[src/rtl/p_hazard_ctrl_if.sv]
// ---------------------------------------------------------------------------
// p_hazard_ctrl_if
// Bundles the signals exchanged between the hazard controller and the rest
// of the 5-stage pipeline.
//
//   IR_D/E/M/W      instruction words held in the F/D, D/E, E/M, M/W registers
//   branch_taken_E  branch/jump in E redirects the PC this cycle
//   dmem_ready      data memory completes its access this cycle
//   dmem_req        data memory access request
//   stall_F/D/E/M   hold PC / F/D / D/E / E/M registers
//   flush_D/E/W     zero F/D / D/E / M/W registers
//   fwdA_sel/B_sel  rs1_E/rs2_E source: 00 regfile, 01 M result, 10 W result
//   mem_err         sticky data-memory timeout error
//   stall_cycles    number of cycles with stall_F asserted
//   flush_events    number of branch flushes
//
// The slave modport is the controller, the master modport is the pipeline.
// ---------------------------------------------------------------------------
interface p_hazard_ctrl_if #(
    parameter int CNT_W = 32
);
    logic [31:0]      IR_D;
    logic [31:0]      IR_E;
    logic [31:0]      IR_M;
    logic [31:0]      IR_W;
    logic             branch_taken_E;
    logic             dmem_ready;
    logic             dmem_req;
    logic             stall_F;
    logic             stall_D;
    logic             stall_E;
    logic             stall_M;
    logic             flush_D;
    logic             flush_E;
    logic             flush_W;
    logic [1:0]       fwdA_sel;
    logic [1:0]       fwdB_sel;
    logic             mem_err;
    logic [CNT_W-1:0] stall_cycles;
    logic [CNT_W-1:0] flush_events;

    modport slave (
        input  IR_D, IR_E, IR_M, IR_W, branch_taken_E, dmem_ready,
        output dmem_req, stall_F, stall_D, stall_E, stall_M,
        output flush_D, flush_E, flush_W, fwdA_sel, fwdB_sel,
        output mem_err, stall_cycles, flush_events
    );

    modport master (
        output IR_D, IR_E, IR_M, IR_W, branch_taken_E, dmem_ready,
        input  dmem_req, stall_F, stall_D, stall_E, stall_M,
        input  flush_D, flush_E, flush_W, fwdA_sel, fwdB_sel,
        input  mem_err, stall_cycles, flush_events
    );
endinterface

[src/rtl/p_hazard_ctrl.sv]
// ---------------------------------------------------------------------------
// p_hazard_ctrl
// Pipeline sequencing controller for the 5-stage RV32I core (F, D, E, M, W).
// Decodes the D/E/M/W instruction words and produces stall/flush controls,
// E-stage operand forwarding selects, the data-memory request, a timeout
// FSM for data-memory waits and stall/flush performance counters.
//
// Ports:
//   clk   clock, all state on the rising edge
//   rst   synchronous active-high reset
//   bus   p_hazard_ctrl_if.slave (see the interface for signal list)
//
// Parameters:
//   MEM_TIMEOUT  max consecutive dmem wait cycles before ERR (>= 2)
//   CNT_W        width of the performance counters
// ---------------------------------------------------------------------------
module p_hazard_ctrl #(
    parameter int MEM_TIMEOUT = 16,
    parameter int CNT_W       = 32
) (
    input  logic            clk,
    input  logic            rst,
    p_hazard_ctrl_if.slave  bus
);

    localparam int WC_W = (MEM_TIMEOUT > 2) ? $clog2(MEM_TIMEOUT) : 1;

    localparam logic [6:0] OP_LOAD   = 7'b0000011;
    localparam logic [6:0] OP_STORE  = 7'b0100011;
    localparam logic [6:0] OP_BRANCH = 7'b1100011;
    localparam logic [6:0] OP_JAL    = 7'b1101111;
    localparam logic [6:0] OP_JALR   = 7'b1100111;
    localparam logic [6:0] OP_LUI    = 7'b0110111;
    localparam logic [6:0] OP_AUIPC  = 7'b0010111;
    localparam logic [6:0] OP_OP     = 7'b0110011;
    localparam logic [6:0] OP_OPIMM  = 7'b0010011;

    typedef enum logic [1:0] {
        RUN   = 2'd0,
        MWAIT = 2'd1,
        ERR   = 2'd2
    } state_t;

    state_t          state;
    logic [WC_W-1:0] wait_cnt;

    logic mem_stall;
    logic load_use;
    logic branch_flush;

    // Instruction field helpers; each takes the whole word so the decode
    // rules read the same way for every pipeline stage.
    function automatic logic [4:0] f_rd(input logic [31:0] ir);
        return ir[11:7];
    endfunction

    function automatic logic [4:0] f_rs1(input logic [31:0] ir);
        return ir[19:15];
    endfunction

    function automatic logic [4:0] f_rs2(input logic [31:0] ir);
        return ir[24:20];
    endfunction

    function automatic logic is_load(input logic [31:0] ir);
        return ir[6:0] == OP_LOAD;
    endfunction

    function automatic logic is_mem(input logic [31:0] ir);
        return (ir[6:0] == OP_LOAD) || (ir[6:0] == OP_STORE);
    endfunction

    function automatic logic uses_rs1(input logic [31:0] ir);
        return !((ir[6:0] == OP_LUI) || (ir[6:0] == OP_AUIPC) ||
                 (ir[6:0] == OP_JAL));
    endfunction

    function automatic logic uses_rs2(input logic [31:0] ir);
        return (ir[6:0] == OP_OP) || (ir[6:0] == OP_STORE) ||
               (ir[6:0] == OP_BRANCH);
    endfunction

    function automatic logic writes_rd(input logic [31:0] ir);
        logic wr_op;
        wr_op = (ir[6:0] == OP_LOAD)  || (ir[6:0] == OP_OP)    ||
                (ir[6:0] == OP_OPIMM) || (ir[6:0] == OP_LUI)   ||
                (ir[6:0] == OP_AUIPC) || (ir[6:0] == OP_JAL)   ||
                (ir[6:0] == OP_JALR);
        return wr_op && (ir[11:7] != 5'd0);
    endfunction

    // M-stage producers that are loads have no result yet, so only non-load
    // M instructions may forward; M wins over W because it is younger.
    // Since writes_rd excludes rd=x0, a source of x0 can never match.
    function automatic logic [1:0] fwd_sel(input logic [4:0]  rs,
                                           input logic [31:0] ir_m,
                                           input logic [31:0] ir_w);
        if (writes_rd(ir_m) && !is_load(ir_m) && (f_rd(ir_m) == rs))
            return 2'b01;
        else if (writes_rd(ir_w) && (f_rd(ir_w) == rs))
            return 2'b10;
        else
            return 2'b00;
    endfunction

    // Hazard detection. The data-memory request is dropped while in reset
    // and once the timeout FSM has given up in ERR.
    always_comb begin
        bus.dmem_req = is_mem(bus.IR_M) && ((state == RUN) || (state == MWAIT))
                       && !rst;
        mem_stall    = bus.dmem_req && !bus.dmem_ready;
        load_use     = is_load(bus.IR_E) && writes_rd(bus.IR_E) &&
                       ((uses_rs1(bus.IR_D) && (f_rs1(bus.IR_D) == f_rd(bus.IR_E))) ||
                        (uses_rs2(bus.IR_D) && (f_rs2(bus.IR_D) == f_rd(bus.IR_E))));
    end

    // Stall/flush controls, in strict priority order. A memory wait freezes
    // F..M and bubbles W; a pending branch or load-use in that cycle is
    // simply re-evaluated once M completes, because E is held. A taken
    // branch squashes D and E, which also removes any load-use consumer.
    // A load-use inserts one bubble into E while F and D hold; the next
    // cycle the load sits in M and forwarding/regfile covers the consumer.
    always_comb begin
        bus.stall_F  = 1'b0;
        bus.stall_D  = 1'b0;
        bus.stall_E  = 1'b0;
        bus.stall_M  = 1'b0;
        bus.flush_D  = 1'b0;
        bus.flush_E  = 1'b0;
        bus.flush_W  = 1'b0;
        branch_flush = 1'b0;
        if (rst) begin
            bus.stall_F = 1'b0;
        end else if ((state == ERR) || mem_stall) begin
            bus.stall_F = 1'b1;
            bus.stall_D = 1'b1;
            bus.stall_E = 1'b1;
            bus.stall_M = 1'b1;
            bus.flush_W = 1'b1;
        end else if (bus.branch_taken_E) begin
            bus.flush_D  = 1'b1;
            bus.flush_E  = 1'b1;
            branch_flush = 1'b1;
        end else if (load_use) begin
            bus.stall_F = 1'b1;
            bus.stall_D = 1'b1;
            bus.flush_E = 1'b1;
        end
    end

    // Operand forwarding for E is independent of any stall or flush.
    always_comb begin
        bus.fwdA_sel = fwd_sel(f_rs1(bus.IR_E), bus.IR_M, bus.IR_W);
        bus.fwdB_sel = fwd_sel(f_rs2(bus.IR_E), bus.IR_M, bus.IR_W);
    end

    // Data-memory timeout FSM. The first unready cycle is observed in RUN
    // and already counts as wait cycle 1, so ERR is entered at the end of
    // the MEM_TIMEOUT-th consecutive wait cycle. ERR only leaves on reset.
    // The performance counters live here too and wrap naturally.
    always_ff @(posedge clk) begin
        if (rst) begin
            state        <= RUN;
            wait_cnt     <= '0;
            bus.mem_err  <= 1'b0;
            bus.stall_cycles <= '0;
            bus.flush_events <= '0;
        end else begin
            case (state)
                RUN: begin
                    if (mem_stall) begin
                        state    <= MWAIT;
                        wait_cnt <= WC_W'(1);
                    end
                end
                MWAIT: begin
                    if (bus.dmem_ready) begin
                        state    <= RUN;
                        wait_cnt <= '0;
                    end else if (wait_cnt == WC_W'(MEM_TIMEOUT - 1)) begin
                        state       <= ERR;
                        bus.mem_err <= 1'b1;
                    end else begin
                        wait_cnt <= wait_cnt + WC_W'(1);
                    end
                end
                ERR: begin
                    state <= ERR;
                end
                default: begin
                    state    <= RUN;
                    wait_cnt <= '0;
                end
            endcase
            if (bus.stall_F)
                bus.stall_cycles <= bus.stall_cycles + CNT_W'(1);
            if (branch_flush)
                bus.flush_events <= bus.flush_events + CNT_W'(1);
        end
    end

endmodule

[src/flat_wrapper.sv]
// flat-port wrapper written by rule: the top's interface ports become plain ports
module p_hazard_ctrl_flat 
#(
    parameter int MEM_TIMEOUT = 16,
    parameter int CNT_W       = 32
)
  (clk, rst, bus_IR_D, bus_IR_E, bus_IR_M, bus_IR_W, bus_branch_taken_E, bus_dmem_ready, bus_dmem_req, bus_stall_F, bus_stall_D, bus_stall_E, bus_stall_M, bus_flush_D, bus_flush_E, bus_flush_W, bus_fwdA_sel, bus_fwdB_sel, bus_mem_err, bus_stall_cycles, bus_flush_events);
  p_hazard_ctrl_if #(.CNT_W(CNT_W)) bus_i ();
  input  logic clk;
  input  logic rst;
  input wire logic [$bits(bus_i.IR_D)-1:0] bus_IR_D;
  input wire logic [$bits(bus_i.IR_E)-1:0] bus_IR_E;
  input wire logic [$bits(bus_i.IR_M)-1:0] bus_IR_M;
  input wire logic [$bits(bus_i.IR_W)-1:0] bus_IR_W;
  input wire logic [$bits(bus_i.branch_taken_E)-1:0] bus_branch_taken_E;
  input wire logic [$bits(bus_i.dmem_ready)-1:0] bus_dmem_ready;
  output wire logic [$bits(bus_i.dmem_req)-1:0] bus_dmem_req;
  output wire logic [$bits(bus_i.stall_F)-1:0] bus_stall_F;
  output wire logic [$bits(bus_i.stall_D)-1:0] bus_stall_D;
  output wire logic [$bits(bus_i.stall_E)-1:0] bus_stall_E;
  output wire logic [$bits(bus_i.stall_M)-1:0] bus_stall_M;
  output wire logic [$bits(bus_i.flush_D)-1:0] bus_flush_D;
  output wire logic [$bits(bus_i.flush_E)-1:0] bus_flush_E;
  output wire logic [$bits(bus_i.flush_W)-1:0] bus_flush_W;
  output wire logic [$bits(bus_i.fwdA_sel)-1:0] bus_fwdA_sel;
  output wire logic [$bits(bus_i.fwdB_sel)-1:0] bus_fwdB_sel;
  output wire logic [$bits(bus_i.mem_err)-1:0] bus_mem_err;
  output wire logic [$bits(bus_i.stall_cycles)-1:0] bus_stall_cycles;
  output wire logic [$bits(bus_i.flush_events)-1:0] bus_flush_events;
  assign bus_i.IR_D = bus_IR_D;
  assign bus_i.IR_E = bus_IR_E;
  assign bus_i.IR_M = bus_IR_M;
  assign bus_i.IR_W = bus_IR_W;
  assign bus_i.branch_taken_E = bus_branch_taken_E;
  assign bus_i.dmem_ready = bus_dmem_ready;
  assign bus_dmem_req = bus_i.dmem_req;
  assign bus_stall_F = bus_i.stall_F;
  assign bus_stall_D = bus_i.stall_D;
  assign bus_stall_E = bus_i.stall_E;
  assign bus_stall_M = bus_i.stall_M;
  assign bus_flush_D = bus_i.flush_D;
  assign bus_flush_E = bus_i.flush_E;
  assign bus_flush_W = bus_i.flush_W;
  assign bus_fwdA_sel = bus_i.fwdA_sel;
  assign bus_fwdB_sel = bus_i.fwdB_sel;
  assign bus_mem_err = bus_i.mem_err;
  assign bus_stall_cycles = bus_i.stall_cycles;
  assign bus_flush_events = bus_i.flush_events;
  p_hazard_ctrl #(.MEM_TIMEOUT(MEM_TIMEOUT), .CNT_W(CNT_W)) u_core (.clk(clk), .rst(rst), .bus(bus_i));
endmodule
[config.mk]
export PLATFORM = sky130hd
export DESIGN_NAME = p_hazard_ctrl_flat
export DESIGN_NICKNAME = d
export VERILOG_FILES = /design/src/rtl/p_hazard_ctrl_if.sv /design/src/rtl/p_hazard_ctrl.sv /design/src/flat_wrapper.sv
export SDC_FILE = /design/constraint.sdc
export NUM_CORES = 1
export LEC_CHECK = 0
export ABC_AREA = 1
export ABC_CLOCK_PERIOD_IN_PS = 4550
export CORE_MARGIN = 4
export CORE_UTILIZATION = 48
export CTS_BUF_LIST = sky130_fd_sc_hd__clkbuf_2 sky130_fd_sc_hd__clkbuf_4 sky130_fd_sc_hd__clkbuf_8
export CTS_CLUSTER_DIAMETER = 120
export DETAILED_ROUTE_END_ITERATION = 6
export PLACE_DENSITY = 0.89
export SETUP_SLACK_MARGIN = 0.1
export SYNTH_ARGS = -nofsm -noshare
export SYNTH_HDL_FRONTEND = slang
export SYNTH_SLANG_ARGS = --single-unit
export TNS_END_PERCENT = 100
[constraint.sdc]
create_clock -name clk -period 4.55 [get_ports clk]
set_input_delay 0.455 -clock clk [delete_from_list [all_inputs] [get_ports clk]]
set_output_delay 0.455 -clock clk [all_outputs]
set_load 0.1 [all_outputs]
; ---- Word level (Yosys, flattened, before mapping)
; Cells that the tools add are included.
[op_classes]
div = 0
mux = 24
add_sub_neg = 3
n_lt_le_gt_ge = 0
n_mul = 0
shift = 0
reduce_logical = 52
eq_ne = 40
n_bitwise = 2
[ops]
columns = operator, count
row1 = $eq 7x6->1 const B, 10
row2 = $add 32x1->32 const B, 2
row3 = $eq 7x7->1 const B, 8
row4 = $eq 7x5->1 const B, 7
row5 = $eq 5x5->1, 6
row6 = $logic_or 1x1->1, 26
row7 = $eq 7x2->1 const B, 3
row8 = $logic_and 1x1->1, 15
row9 = $reduce_bool 5->1, 3
row10 = $mux 2, 7
row11 = $mux 1, 12
row12 = $mux 4, 3
row13 = $pmux 4 s3, 1
row14 = $ne 3x3->1 const B, 2
row15 = $pmux 2 s3, 1
row16 = $reduce_and 3->1, 2
row17 = $add 4x1->4 const B, 1
row18 = $eq 4x4->1 const B, 1
row19 = $logic_not 1->1, 4
row20 = $eq 2x1->1 const B, 1
row21 = $eq 2x2->1 const B, 1
row22 = $logic_not 2->1, 1
row23 = $ne 2x1->1 const B, 1
row24 = $not 1->1, 2
row25 = $reduce_and 2->1, 1
[word_totals]
word_cells = 126
rom_bits = 0
inputBits = 132
out_inout_bits = 77
reg_bits = 71
n_memories = 0
latchBits = 0
mem_bits_rw = 0

; ---- Depth between registers and ports, before layout
; Gate-level depths: netlist of run 1.
[depth]
depth_word = 14
mapped_depth = 15
mapped_depth_nobuf = 14

; ---- Least setup slack after synthesis of run 1
; No wires, ideal clock.
[synth_path]
path_kind = input to output
start = in bus_IR_M[3]
end = out bus_fwdB_sel[1]
slack_ns = -0.417
n_path_buf = 0
path_stages = 5
required_ns = 4.095
t_arrival_ns = 4.512
cell_sequence = or2_4 > o21ai_0 > nand3_1 > nor3_1 > nor4_1
[synth_via]
elab_chain_len = 11
[synth_rtl]
columns = element, line
row1 = "start, declared", flat_wrapper.sv:13  ; input wire logic [$bits(bus_i.IR_M)-1:0] bus_IR_M;
row2 = $eq 7x2->1 or $eq 7x6->1 (tied branches), "p_hazard_ctrl.sv:66, p_hazard_ctrl.sv:85"
row3 = $logic_or 1x1->1 (2 in a row), p_hazard_ctrl.sv:85  ; wr_op = (ir[6:0] == OP_LOAD) || (ir[6:0] == OP_OP) ||
row4 = $logic_or 1x1->1 (2 in a row), p_hazard_ctrl.sv:86  ; (ir[6:0] == OP_OPIMM) || (ir[6:0] == OP_LUI) ||
row5 = $logic_or 1x1->1 (2 in a row), p_hazard_ctrl.sv:87  ; (ir[6:0] == OP_AUIPC) || (ir[6:0] == OP_JAL) ||
row6 = $logic_and 1x1->1, p_hazard_ctrl.sv:89  ; return wr_op && (ir[11:7] != 5'd0);
row7 = $logic_and 1x1->1 (*) (2 in a row), p_hazard_ctrl.sv:98  ; if (writes_rd(ir_m) && !is_load(ir_m) && (f_rd(ir_m) == rs))
row8 = $mux 2 (*), p_hazard_ctrl.sv:98
row9 = "end, declared", flat_wrapper.sv:26  ; output wire logic [$bits(bus_i.fwdB_sel)-1:0] bus_fwdB_sel;
; Every way passes the cells marked *; elsewhere a longest branch is shown, timed or not.

; ---- Worst setup path in the final report of run 1
[layout_path]
start = in bus_IR_M[6]
end = out bus_fwdB_sel[0]
; Same word-level chain as after synthesis.

==> results of run 1 <==
-- logic make-up after synthesis --
| group | after synthesis |
|---|---|
| compound gates | 74 |
| xor+xnor | 68 |
| fa+ha+maj | 3 |
| buf+inv | 97 |
| flops | 71 |
| simple gates | 463 |
-- registers in the layout, indices dropped and copies added (netlist names) --
register / cells
u_core.bus.mem_err: 1
u_core.state: 2
u_core.wait_cnt: 4
u_core.bus.flush_events: 32
u_core.bus.stall_cycles: 32
-- where the power goes --
part	leakage [nW]	total [mW]	internal (mW)	switching, mW
combinational	1.67	0.173	0.0822	0.0910
clock	0.0994	0.500	0.258	0.242
sequential	0.572	0.626	0.623	0.00310
total	2.34	1.30	0.962	0.336
-- through the flow --
stage          util [%]  power (mW)  setup WS (ns)  instance area [µm²]
2_1_floorplan         -       0.730         0.0868                 4860
3_3_place_gp       64.2       0.811           1.35                 6300
3_5_place_dp       64.2       0.814           1.34                 6300
4_1_cts            66.2        1.31           1.33                 6500
5_1_grt            66.2        1.35           1.21                 6500
6_report           66.2        1.30           1.34                 6500
-- layer usage --
metal,up-vias,part of all wire (%)
met5,-,0
met4,0,1.8
met3,21,7.5
met2,193,47
met1,2382,44
li1,2760,-
-- critical path: stages --
cell and delay, ns:
sky130_fd_sc_hd__clkdlybuf4s50_1 0.42, sky130_fd_sc_hd__or2_4 0.25, sky130_fd_sc_hd__o21ai_0 0.07, sky130_fd_sc_hd__nand3_1 0.15, sky130_fd_sc_hd__nor3_2 0.22, sky130_fd_sc_hd__clkdlybuf4s50_1 1.19
-- placed cells by master, fill, tap and decap left out, types with 3 or more instances in the layout --
cell	n
sky130_fd_sc_hd__nor4_1	3
sky130_fd_sc_hd__buf_4	13
sky130_fd_sc_hd__nand3b_1	4
sky130_fd_sc_hd__ha_1	3
sky130_fd_sc_hd__clkdlybuf4s50_1	133
sky130_fd_sc_hd__clkinv_2	3
sky130_fd_sc_hd__nor2_1	93
sky130_fd_sc_hd__nor3_2	3
sky130_fd_sc_hd__nor3_1	37
sky130_fd_sc_hd__inv_1	70
sky130_fd_sc_hd__a21oi_1	64
sky130_fd_sc_hd__xnor2_1	36
sky130_fd_sc_hd__nand4_1	14
sky130_fd_sc_hd__clkbuf_8	9
sky130_fd_sc_hd__nand2_1	235
sky130_fd_sc_hd__o21ai_0	7
sky130_fd_sc_hd__nand3_1	62
sky130_fd_sc_hd__dfxtp_1	71
sky130_fd_sc_hd__xor2_1	32
-- area by class of cell --
type / instances / area (µm²)
Timing Repair Buffer: 147 / 1430
Clock buffer: 10 / 131
Clock inverter: 6 / 61.3
Multi-Input combinational cell: 608 / 3010
Sequential cell: 71 / 1420
Inverter: 72 / 270
Fill cell: 942 / 3320
Tap cell: 133 / 166
-- worst min path at each step --
stage | end | slack, ns
final | u_core.bus.mem_err | 0.48
after global routing | u_core.bus.stall_cycles[29] | 0.52
after CTS | u_core.bus.mem_err | 0.49
after detailed placement | u_core.bus.mem_err | 0.46
after global placement | u_core.bus.mem_err | 0.46
after floorplan | u_core.wait_cnt[1] | 0.46
==> parameters.txt, run 1 <==
Parameter                              Value

Run status
  Run status ... complete, no violations

Run
  Max-cap check violation count ... 0

Drt
  Routed via count divided by cell count ... 5.12
  First drt pass iteration count ... 5
  Via count ... about 5400
  Number of design rule violations left after detail routing ... 0
  Detailed Route WL ... roughly 13000 µm
  Number of nets still failing antenna checks after routing ... 0
  DR WL/cell ... 12.9 µm
  Drt first-iter violations ... 345

Timing
  Post-Route Skew ... between 0.008 and 0.009 ns
  Hold Fails Final Rpt ... 0
  Final min period ... around 3.2 ns
  Highest achievable clock rate ... 311 MHz
  Finish-stage setup viols ... 0
  Slew margin rel. ... between 30 and 40%
  Final hold slack ... approximately 0.48 ns
  Final sum of negative setup slack ... 0 ns
  Total count of max-transition violations in the final report ... 0
  Unrepaired setup endpoints after global routing ... false
  Slew at the pin closest to its max-slew limit ... 0.995 ns
  Final period util ... slightly above 70%

Setup path
  Worst r2r path cells ... 12
  Crit path capture ... bus_fwdB_sel[0]
  Beginning of the critical path ... bus_IR_M[6]
  Register-to-register setup slack ... between 2 and 2.5 ns
  Arrival time worst endpoint ... around 2.8 ns
  Worst reg2reg startpoint ... u_core.bus.stall_cycles[0]
  CP endpoint kind ... primary output
  Maximum fanout encountered on the critical timing path ... 2
  FF-to-FF End ... u_core.bus.stall_cycles[22]
  Critical path class ... in -> out
  CP Launch Type ... input pin
  Worst endpoint required time ... roughly 4 ns

Synthesis
  Share of the synthesized area in compound gates (AO/OA/AOI/OAI) ... 7.79%
  Post-synth EDFFs ... 0
  Async set-or-reset flop fraction in the synthesized netlist ... 0%
  Xor/xnor share of the synthesized area ... 12.3%
  Mux share of post-synthesis cell area ... 0%
  Synth warnings ... 0
  Area leader, netlist ... sky130_fd_sc_hd__dfxtp_1
  Fraction of the yosys area taken by sequential cells ... between 20 and 30%
  #FFs+latches synth ... 71
  Synthesized area ... just under 5000 µm²
  Post-Synth Simple-Gate Area ... 40.9%
  Most instantiated library cell after synthesis ... sky130_fd_sc_hd__nand2_1
  Cell types with the largest area share after synthesis ... sky130_fd_sc_hd__dfxtp_1, sky130_fd_sc_hd__nand2_1, sky130_fd_sc_hd__nor2_1
  Number of nets in the synthesized netlist ... just over 900
  Synth top cells by count ... sky130_fd_sc_hd__nand2_1, sky130_fd_sc_hd__nor2_1, sky130_fd_sc_hd__dfxtp_1, sky130_fd_sc_hd__inv_1, sky130_fd_sc_hd__a21oi_1
  Share of synthesized cell area in full adder, half adder and majority cells ... 0.774%
  Cells after synthesis ... ~780
  Dominant synthesized flop cell ... sky130_fd_sc_hd__dfxtp_1
  Mean area per synthesized cell ... between 6 and 7 µm²
  Top cell type's share of synthesized area ... between 20 and 30%
  Combinational family with the most area after synthesis ... simple AND/OR/NAND/NOR gates
  Synth cell types ... 34

Final layout
  Final cell count without fillers ... about 1000
  Share of cells above drive strength 1 ... around 4.9%
  Area growth from synthesis to layout ... 34.0%
  Number of inserted diodes ... 0
  Post-layout net count ... approximately 1000

Global route
  Residual overflow from global routing ... 0
  GR peak layer ... met2
  First-pass GRT wire length ... around 22000 µm
  Via count of the first global-routing pass ... 4909
  M1 GR Usage ... a little under a third
  Met2 usage ... between 30% and 40%
  Initial antenna violation count ... 0
  All-Layer GR Usage ... a little under a quarter
  Met3 Use GR ... 4.72%
  Maximum number of pins on one net before global-route repair ... 57

Die
  Die Outline Area ... between 10000 and 15000 µm²
  Total number of placement rows ... 36
  Die boundary width ... roughly 110 µm
  I/O pin count ... between 200 and 250
  Core region area ... about 9800 µm²
  Chip height ... approximately 110 µm
  Starting density of the core ... between 40% and 50%

Placed design
  Port Buffers ... between 100 and 150
  Placed cell count ... about 1000
  GP Congestion ... just under 1
  Post-DP HPWL ... between 10000 and 15000 µm

Power and ir drop
  Areal power density over the cells ... ~200 nW/µm²
  Leak Pwr ... 2.34 nW
  Highest ir drop seen on vdd ... between 0.1 and 0.15 mV

Clock network
  Clock sink total ... between 70 and 80
  Cts-stage hold buffer count ... 0
  TritonCTS clock tree ... yes
  Maximum level of the CTS H-tree ... 3
  Clock tree root buffer cell ... sky130_fd_sc_hd__clkbuf_8
  Number of buffers on the longest clock path ... 2
  Setup Buffers After CTS ... 0
  Clock-pin slew of the registers on the worst-case setup and hold paths ... around 0.070 ns
  Clock Latency Late Sink ... about 0.34 ns
  TritonCTS Buffers ... 9
  Post-cts gate resize count ... 0

Min path
  Start point of the worst hold path ... u_core.bus.mem_err
  Class of the tightest hold or removal check ... reg -> reg
  Worst hold path depth ... 2
Power figures use the tool's default switching activity.
==> run 2: changes to the inputs <==
- ABC_CLOCK_PERIOD_IN_PS: 4550 -> 2800
- CORE_UTILIZATION: 48 -> 40
- PLACE_DENSITY: 0.89 -> 0.79
- clock period: 4.55 -> 2.8 ns (I/O delays scaled with it)
==> run 2 against run 1 <==
Net effect: die area increased by 18%; sequential share of layout area decreased by 0.14 points; critical path type unchanged; highest routed layer unchanged; sequential cell count unchanged.
==> parameters.txt, run 2 (same netlist as run 1, synthesis figures left out) <==
Parameter                              Value

Run status
  Run status ... complete, no violations

Drt
  Drt first-iter violations ... 460
  Number of design rule violations left after detail routing ... 0
  Routed via count divided by cell count ... 5.06
  First drt pass iteration count ... 5
  Detailed Route WL ... ~14000 µm
  Via count ... between 5000 and 6000
  Number of nets still failing antenna checks after routing ... 0
  DR WL/cell ... between 10 and 15 µm

Power and ir drop
  Areal power density over the cells ... around 320 nW/µm²
  Highest ir drop seen on vdd ... 0.157 mV
  Leak Pwr ... 2.54 nW
  Design Power ... between 2 and 2.5 mW

Global route
  Via count of the first global-routing pass ... 4895
  All-Layer GR Usage ... between 10% and 20%
  Maximum number of pins on one net before global-route repair ... 57
  Initial antenna violation count ... 0
  Residual overflow from global routing ... 0
  First-pass GRT wire length ... about 23000 µm

Setup path
  CP endpoint kind ... primary output
  Most frequent cell on the critical path ... sky130_fd_sc_hd__nand2_4
  Critical path class ... in -> out
  Critical path depth ... 10
  Arrival time worst endpoint ... between 2 and 2.5 ns
  FF-to-FF End ... u_core.bus.stall_cycles[22]
  Max stage delay on crit path ... roughly 0.45 ns
  Worst endpoint required time ... around 2.5 ns
  CP Launch Type ... input pin
  Number of buffer and inverter stages on the critical path ... 4
  Worst r2r path cells ... 12
  Maximum fanout encountered on the critical timing path ... 23
  Worst reg2reg startpoint ... u_core.bus.stall_cycles[0]
  Register-to-register setup slack ... 0.64 ns
  Crit-path leading delay family ... buffers and inverters
  Critical-path top delay cell ... sky130_fd_sc_hd__clkdlybuf4s50_1
  Worst-path cell chain ... clkdlybuf4s50_1 > inv_1 > nand2_1 > nor4_1 > nor2_1 > nand3_1 > nand2_4 > nand2_4 > clkinvlp_4 > buf_12

Timing
  Final period util ... between 80 and 90%
  Total count of max-transition violations in the final report ... 0
  Finish-stage setup viols ... 0
  Highest achievable clock rate ... about 400 MHz
  Slack of the critical path ... ~0.34 ns
  Hold Fails Final Rpt ... 0
  Slew at the pin closest to its max-slew limit ... ~0.67 ns
  Final min period ... about 2.5 ns
  Post-Route Skew ... 0.00596 ns
  Unrepaired setup endpoints after global routing ... false
  Slew margin rel. ... 55.6%

Clock network
  Number of buffers on the longest clock path ... 2
  Clock sink total ... ~70
  Post-cts gate resize count ... 0
  Clock Latency Late Sink ... 0.34 ns
  Cts-stage hold buffer count ... 0
  Setup Buffers After CTS ... 0
  TritonCTS Buffers ... 9
  Clock-pin slew of the registers on the worst-case setup and hold paths ... ~0.070 ns
  TritonCTS clock tree ... yes
  Clock tree root buffer cell ... sky130_fd_sc_hd__clkbuf_8
  Maximum level of the CTS H-tree ... 3

Final layout
  Commonest non-fill, non-tap cells in the layout ... sky130_fd_sc_hd__nand2_1, sky130_fd_sc_hd__nor2_1, sky130_fd_sc_hd__dfxtp_1
  Area growth from synthesis to layout ... 35.0%
  Share of cells above drive strength 1 ... 13.0%
  Number of inserted diodes ... 0
  Post-layout net count ... between 1000 and 1500
  Registers with the highest flip-flop counts ... u_core.bus.flush_events (32), u_core.bus.stall_cycles (32), u_core.wait_cnt (4)
  Most common library cell in the layout ignoring fill and taps ... sky130_fd_sc_hd__nand2_1
  Non-Filler Cell Area, Final ... about 6500 µm²

Placed design
  GP Congestion ... 0.909
  Port Buffers ... between 100 and 150
  Post-DP HPWL ... ~11000 µm
  Worst slack after detailed placement ... 0.355 ns
  Area after DPL ... 6350 µm²

Min path
  Worst hold path depth ... 6
  Start point of the worst hold path ... rst
  Class of the tightest hold or removal check ... in -> reg
  Hold-critical path endpoint ... u_core.state[0]

Die
  I/O pin count ... ~210
  Core region area ... 11700 µm²
  Total number of placement rows ... 39
  Starting density of the core ... between 40% and 50%
  Die Outline Area ... ~14000 µm²
  Chip height ... 118 µm
  Die boundary width ... roughly 120 µm

Run
  Max-cap check violation count ... 0
==> run 2: changes by cell type in the layout (fill, tap and decap cells not counted), sizes merged <==
cell | before | now
clkinv | 4 | 3
clkbuf | 10 | 13
inv | 72 | 71
clkdlybuf4s50 | 133 | 65
buf | 14 | 82
bufinv | 1 | 0
==> run 2: worst max path at each step <==
stage                    startpoint           to  slack (ns)
floorplan           u_core.state[1]  bus_flush_E       -0.37
global placement        bus_IR_E[8]  bus_stall_D        0.40
detailed placement      bus_IR_E[8]  bus_stall_D        0.35
CTS                     bus_IR_E[8]  bus_stall_D        0.34
global route            bus_IR_E[8]  bus_stall_D        0.11
finish                  bus_IR_E[8]  bus_stall_D        0.34
==> run 2: cell type report <==
class	instances	area, µm²
fillers	1168	5120
well taps	143	179
inverters	72	274
repair buffers	147	1410
multi-input cells	608	3060
clock inverters	3	15.0
clock buffers	13	179
flip-flops and latches	71	1420
==> run 2: power breakdown <==
part	total (mW)	switching, mW	internal, mW
sequential	1.02	0.00510	1.01
clock	0.794	0.379	0.414
combinational	0.296	0.156	0.141
total	2.11	0.540	1.57
==> run 2: stage by stage <==
step	TNS, ns	utilization (%)	hold WS (ns)	std cells
after global placement	0	54.4	0.454	1041
after global routing	0	56.1	0.420	1057
after CTS	0	56.1	0.360	1057
after floorplan	-0.495	-	0.458	776
after detailed placement	0	54.4	0.469	1041
final	0	56.1	0.374	1057
==> run 2: worst reg2reg max path, stage by stage (launching register included) <==
cell                      delay, ns
sky130_fd_sc_hd__dfxtp_1       0.45
sky130_fd_sc_hd__ha_1          0.25
sky130_fd_sc_hd__nand3_1       0.15
sky130_fd_sc_hd__inv_1         0.14
sky130_fd_sc_hd__nand2_1       0.14
sky130_fd_sc_hd__nor2_2        0.24
sky130_fd_sc_hd__nand4_1       0.15
sky130_fd_sc_hd__nor2_1        0.20
sky130_fd_sc_hd__nand2_1       0.07
sky130_fd_sc_hd__nor2_1        0.09
sky130_fd_sc_hd__nand2_1       0.06
sky130_fd_sc_hd__nand2_1       0.07
sky130_fd_sc_hd__a21oi_1       0.04
==> run 2: metal layers <==
metal	global-route usage, %	wire (µm)	vias up
met3	4.37	1110	18
li1	-	-	2757
met1	25.4	6240	2378
met4	6.67	215	0
met2	31.2	6120	192
met5	0	0	-
